--- config.mk ---
export PLATFORM = sky130hd
export DESIGN_NAME = sum_activity_monitor
export DESIGN_NICKNAME = d
export VERILOG_FILES = /design/src/rtl/sum_activity_monitor.sv
export SDC_FILE = /design/constraint.sdc
export NUM_CORES = 1
export LEC_CHECK = 0
export CORE_ASPECT_RATIO = 2
export CORE_MARGIN = 1
export CORE_UTILIZATION = 35
export CTS_CLUSTER_SIZE = 40
export DETAILED_ROUTE_END_ITERATION = 8
export SLEW_MARGIN = 25
export SYNTH_ARGS = -nofsm -noshare
export SYNTH_HDL_FRONTEND = slang
export SYNTH_SLANG_ARGS = --single-unit
export TNS_END_PERCENT = 1
--- constraint.sdc ---
create_clock -name clk -period 4.8 [get_ports clk]
set_input_delay 0.96 -clock clk [delete_from_list [all_inputs] [get_ports clk]]
set_output_delay 0.96 -clock clk [all_outputs]
set_load 0.03 [all_outputs]
--- src/rtl/sum_activity_monitor.sv ---
// sum_activity_monitor: per-window toggle, sum and peak-toggle activity monitor.
// Peak tracking is built only when SUM_ACTIVITY_PEAK_EN is defined.
module sum_activity_monitor #(
  parameter int DATA_W  = 5,
  parameter int WIN_LEN = 16,
  parameter int CNT_W   = 16,
  localparam int PEAK_W = $clog2(DATA_W + 1)
) (
  input  logic              clk,
  input  logic              rst_n,
  input  logic              in_valid,
  input  logic [DATA_W-1:0] in_data,
  output logic              in_ready,
  output logic              out_valid,
  input  logic              out_ready,
  output logic [CNT_W-1:0]  out_toggles,
  output logic [CNT_W-1:0]  out_total,
  output logic [PEAK_W-1:0] out_peak
);

  localparam int WC_W = $clog2(WIN_LEN);

  typedef enum logic {
    ACCUM,
    HOLD
  } state_t;

  state_t state;

  logic [DATA_W-1:0] prev;
  logic [WC_W-1:0]   cnt;
  logic [CNT_W-1:0]  tog_acc;
  logic [CNT_W-1:0]  sum_acc;
  logic [CNT_W-1:0]  tog_q;
  logic [CNT_W-1:0]  sum_q;

  logic [PEAK_W-1:0] d;
  logic [CNT_W:0]    tog_wide;
  logic [CNT_W-1:0]  tog_nxt;
  logic [CNT_W-1:0]  sum_nxt;
  logic              accept;
  logic              last;

  function automatic logic [PEAK_W-1:0] popcnt(
    input logic [DATA_W-1:0] v
  );
    logic [PEAK_W-1:0] n;
    n = '0;
    for (int i = 0; i < DATA_W; i++) begin
      n = n + PEAK_W'(v[i]);
    end
    return n;
  endfunction

  assign in_ready  = (state == ACCUM);
  assign out_valid = (state == HOLD);
  assign accept    = in_valid && in_ready;
  assign last      = (cnt == WC_W'(WIN_LEN - 1));

  // One extra carry bit detects toggle overflow for saturation.
  always_comb begin
    d        = popcnt(in_data ^ prev);
    tog_wide = {1'b0, tog_acc} + (CNT_W + 1)'(d);
    tog_nxt  = tog_wide[CNT_W] ? '1 : tog_wide[CNT_W-1:0];
    sum_nxt  = sum_acc + CNT_W'(in_data);
  end

  always_ff @(posedge clk or negedge rst_n) begin
    if (!rst_n) begin
      state   <= ACCUM;
      prev    <= '0;
      cnt     <= '0;
      tog_acc <= '0;
      sum_acc <= '0;
      tog_q   <= '0;
      sum_q   <= '0;
    end else begin
      unique case (state)
        ACCUM: begin
          if (accept) begin
            prev <= in_data;
            if (last) begin
              tog_q   <= tog_nxt;
              sum_q   <= sum_nxt;
              tog_acc <= '0;
              sum_acc <= '0;
              cnt     <= '0;
              state   <= HOLD;
            end else begin
              tog_acc <= tog_nxt;
              sum_acc <= sum_nxt;
              cnt     <= cnt + WC_W'(1);
            end
          end
        end
        HOLD: begin
          if (out_ready) begin
            state <= ACCUM;
          end
        end
        default: state <= ACCUM;
      endcase
    end
  end

  assign out_toggles = tog_q;
  assign out_total   = sum_q;

`ifdef SUM_ACTIVITY_PEAK_EN
  logic [PEAK_W-1:0] peak_acc;
  logic [PEAK_W-1:0] peak_q;
  logic [PEAK_W-1:0] peak_nxt;

  assign peak_nxt = (d > peak_acc) ? d : peak_acc;

  always_ff @(posedge clk or negedge rst_n) begin
    if (!rst_n) begin
      peak_acc <= '0;
      peak_q   <= '0;
    end else if (accept) begin
      if (last) begin
        peak_q   <= peak_nxt;
        peak_acc <= '0;
      end else begin
        peak_acc <= peak_nxt;
      end
    end
  end

  assign out_peak = peak_q;
`else
  assign out_peak = '0;
`endif

endmodule

* Yosys cells after proc, flatten, opt, wreduce, memory -nomap -nowiden *
Cells that the tools add are included.

storage, ports and cells
  register bits after elaboration = 74
  output and inout port bits = 37

operators by class
  add/sub/neg operators = 7
  eq/ne operators = 1
  mux-type cells = 8
  bitwise logic cells = 2
  reduce and logical (&&, ||, !) cells = 3

operators by type and width
  cell                                          count
  2-to-1 mux 16 bit                             3
  adder 16 x 3 -> 17 bit                        1
  adder 16 x 5 -> 16 bit                        1
  adder 3 x 1 -> 3 bit                          2
  bitwise XOR 5 bit                             1
  adder 4 x 1 -> 4 bit (second input constant)  1
  equality test 4 bit (second input constant)   1
  2-to-1 mux 4 bit                              1
  adder 2 x 1 -> 3 bit                          1
  2-to-1 mux 1 bit                              3
  AND reduction 3 bit                           1
  adder 1 x 1 -> 2 bit                          1
  one-hot mux 1 bit (2 select lines)            1
  AND reduction 2 bit                           1
  logical AND 1 bit                             1
  NOT 1 bit                                     1

* Depth between registers and ports, before layout *
  word-level depth = 8
  gate-level depth with buffers = 13

* Least setup slack after synthesis *
Ideal clock, no wire load.

  kind = input to register
  start point = input in_data[0]
  end point = register tog_acc[7]
  setup time = 121 ps
  arrival = 3,924 ps
  data required time = 4,679 ps
  setup slack = 755 ps
  stages on the path = 13
  path buffers = 1
  path through = xor2_1 -> fa_1 -> inv_1 -> fa_1 -> inv_1 -> ha_1 -> fa_1 -> a21oi_1 -> nor4_4 -> and4_2 -> buf_4 -> o21a_1 -> o22a_1

on the way
  longest elaborated chain between the ends = 8

RTL lines
  what                                line  RTL
  start, declared                     12    input logic [DATA_W-1:0] in_data,
  bitwise XOR 5 bit                   62    d = popcnt(in_data ^ prev);
  adder 1 x 1 -> 2 bit                50    n = n + PEAK_W'(v[i]);
  adder 2 x 1 -> 3 bit                50
  adder 3 x 1 -> 3 bit (2 in series)  50
  adder 16 x 3 -> 17 bit              63    tog_wide = {1'b0, tog_acc} + (CNT_W + 1)'(d);
  2-to-1 mux 16 bit                   64    tog_nxt = tog_wide[CNT_W] ? '1 : tog_wide[CNT_W-1:0];
  2-to-1 mux 16 bit                   82    if (last) begin
  end signal, assigned                90    tog_acc <= tog_nxt;
  end, declared                       32    logic [CNT_W-1:0] tog_acc;

No other way between the ends.
A chain may end at the register's enable or synchronous reset.

* Worst setup path after layout *
  start point = input in_data[0]
  end point = register tog_acc[5]

Same word-level chain as after synthesis.

==> results.md <==
* Insertion delay to the later sink of the worst-skew pair at 0.34 ns
* CP Launch Type: input port
* Overflow after GRT at 0
* Peak VDD IR at 301.5 uV
* Hold Violations, Final at 0
* Top Family by Delay on Critical Path: adder cells
* Lkg Pwr at 2.109 nW
* Via-per-instance ratio at 5.245
* CP arrival at 4.58 ns
* Clock-pin slew on the worst setup and hold paths at about 0.060 ns
* CORE AREA at between 0.01 and 0.015 mm^2
* WS Path Type: input port to flop
* CP peak stage delay at a little over 0.5 ns
* Tot Pwr at approximately 3 mW
* Unrepaired setup endpoints after global routing: no
* Layout cells sized above 1 at 0.08994
* Root buf cell: clkbuf_16
* Post-synthesis sequential area ratio at 0.4713
* Avg Cell Area, Syn at slightly above 9 um^2
* Via count at 3184
* CP Launch Point: in_data[0]
* DRC at 0
* Worst Hold Class: flop to flop
* Boundary pin count at between 40 and 50
* Final period util at 0.9007
* CP Max Fanout at 9
* Hold wc startpoint: out_total[0]
* Fin nets at between 400 and 500
* Synth Warn # at 0
* Post-CTS sizing at 0
* I/O Buffers at 42
* Critical path cell sequence: clkdlybuf4s50_1 -> xor2_1 -> fa_1 -> inv_1 -> fa_1 -> inv_1 -> ha_1 -> fa_1 -> a21oi_1 -> buf_4 -> nor4_4 -> nand4_2 -> buf_4 -> a31oi_4 -> a2bb2oi_1
* Final wirelength at approximately 9400 um
* Final-report max-slew violation count at 0
* HPWL Detailed at 6613 um
* Drt initial violations at 202
* Width of the die at 76.92 um
* Distinct cells, synth at 49
* Worst rel slew slack at 0.5425
* Number of clock sinks at 74
* Netlist Area Pre-Place at roughly 0.004 mm^2
* DP Worst Slack at roughly 0.15 ns
* Post-synthesis register bit count at 74
* Fmax at 0.2313 GHz
* Die height at 151.8 um
* PD cells at 628.3 mW/mm^2
* Die footprint at 0.01168 mm^2
* Largest net degree at the start of global routing at between 70 and 80
* Vias in the first global route at 3292
* Critical path's most frequent cell: fa_1
* Setup_tns at 0 ns
* Critical-path cell with the highest stage delay: fa_1
* Initial Utilization at 0.3589
* Synth Flop Type: dfrtp_1
* Clock Path Buffers at 2
* Crit path buf inv count at 5
* R2R Path Start: prev[0]
* Asr flop ratio synth at 1.000
* ANT nets after route at 0
* Worst-margin pin slew at ~0.68 ns
* Critical Path RT at approximately 5.1 ns
* Diode count at 0
* Final WS setup at about 0.48 ns
* Final setup viols at 0
* Number of synthesized flops with an enable pin at 0
* Routed length per instance at around 16 um
* # rows at between 50 and 60
* First-pass GRT wire length at 16160 um
* Setup bufs post-CTS at 0
* Max H-tree Level at 3
* Status: finished clean
* Pre-antenna DRT Iters at 4
* Max-cap violation count at 0
* Post-Synthesis Cells at 422
* Total CTS buffers at 9
* Overall routing resource usage at 0.1763
* CTS tree: yes
* Critical path capture point type: flop
* Initial antenna violation count at 0
* Final worst path period need at between 4 and 5 ns
* Hold buffer count at cts at 0
* RePlAce Congestion at 0.8049
* Clock skew at roughly 0.0081 ns
* Area Overhead vs Synth at 22.90%
[cell usage in the layout, fill, tap and decap left out, types with 3 or more instances in the layout]
master,count
nor2b_1,3
o21a_1,3
a211oi_1,3
a22o_1,3
xor2_1,15
nand3_1,22
nor2_1,26
a31oi_1,7
clkdlybuf4s50_1,41
inv_1,11
or3_1,8
dfrtp_1,74
a21o_1,5
xnor2_1,15
conb_1,3
and4_2,3
o21ai_0,48
bufinv_16,3
clkbuf_16,9
nand4_1,6
and4_1,3
nand2_1,70
a21oi_1,29
ha_1,10
fa_1,4
buf_4,9
[metrics by stage]
stage,hold WS (ns),utilization,std cells,instance area [um^2]
CTS,0.4772,0.4408,607,4825
detailed placement,0.4639,0.4086,591,4472
global placement,0.4590,0.4086,591,4472
finish,0.4714,0.4411,607,4828
global route,0.4982,0.4411,607,4828
floorplan,0.4428,-,424,3936
[area by class of cell]
class	count	area (um^2)
clock inverter	5	100.1
tap	140	175.2
multi-input combinational	315	1918
timing repair buffer	51	489.2
sequential	74	1852
fill	1121	6117
clock buffer	11	252.7
inverter	11	41.29
[cells by family after synthesis]
family,synth area share
AOI/OAI and AO/OA,0.1748
xor gates and xnor gates,0.06688
adders and majority gates,0.05223
buffers and inverters,0.04236
DFF,0.4713
muxes,0.002548
other,0.0009545
and+or+nand+nor,0.1889
[state kept, by name (all words and copies together), names as in the netlist]
signal and cells:
cnt 4, out_toggles 16, out_total 16, out_valid 1, prev 5, sum_acc 16, tog_acc 16
[per-layer routing]
layer | GRT usage | wire, um | vias to the layer above
li1 | - | - | 1556
met1 | 0.1930 | 3591 | 1536
met2 | 0.3227 | 5307 | 77
met3 | 0.03483 | 311 | 15
met4 | 0.07418 | 225 | 0
met5 | 0 | 0 | -
[Yosys cell counts, types with 3 or more instances]
master    count  area share
clkbuf_1     11       0.011
or3_1         8       0.013
a31oi_1       7       0.011
and4_1        3      0.0067
nand3_1      22       0.028
a211oi_1      3      0.0057
xor2_1       15       0.033
nor2_1       26       0.025
ha_1         10       0.032
and4_2        3      0.0076
o21a_1        3      0.0057
inv_1        11       0.011
nand4_1       6      0.0096
buf_2         4      0.0051
dfrtp_1      74        0.47
a21o_1        5      0.0096
xnor2_1      15       0.033
nor2b_1       3      0.0048
nand2_1      70       0.067
buf_4         6       0.011
fa_1          4       0.020
o21ai_0      48       0.061
a21oi_1      29       0.037
a22o_1        3      0.0067
[worst paths after layout]
| check | to | slack [ns] | cells past startpoint |
|---|---|---|---|
| hold reg to reg | out_total[0] | 0.47 | 2 |
| max in group asynchronous | out_toggles[9] | 3.69 | 1 |
| setup reg to reg | tog_acc[5] | 1.17 | 14 |
| setup / recovery | tog_acc[5] | 0.48 | 15 |
| hold / removal | out_total[0] | 0.47 | 2 |
| min in group asynchronous | prev[0] | 0.64 | 1 |
[power breakdown]
group / internal, mW / total (mW) / leakage, nW / switching, mW
Clock: 0.534 / 0.795 / 0.176 / 0.260
Sequential: 0.828 / 1.00 / 0.950 / 0.177
Combinational: 0.512 / 1.23 / 0.983 / 0.722
Total: 1.87 / 3.03 / 2.11 / 1.16
[tightest hold or removal path: stages (launching register included)]
cell	delay, ns
dfrtp_1	0.34
nand2_1	0.05
nand2_1	0.05
Power figures use the tool's default switching activity.
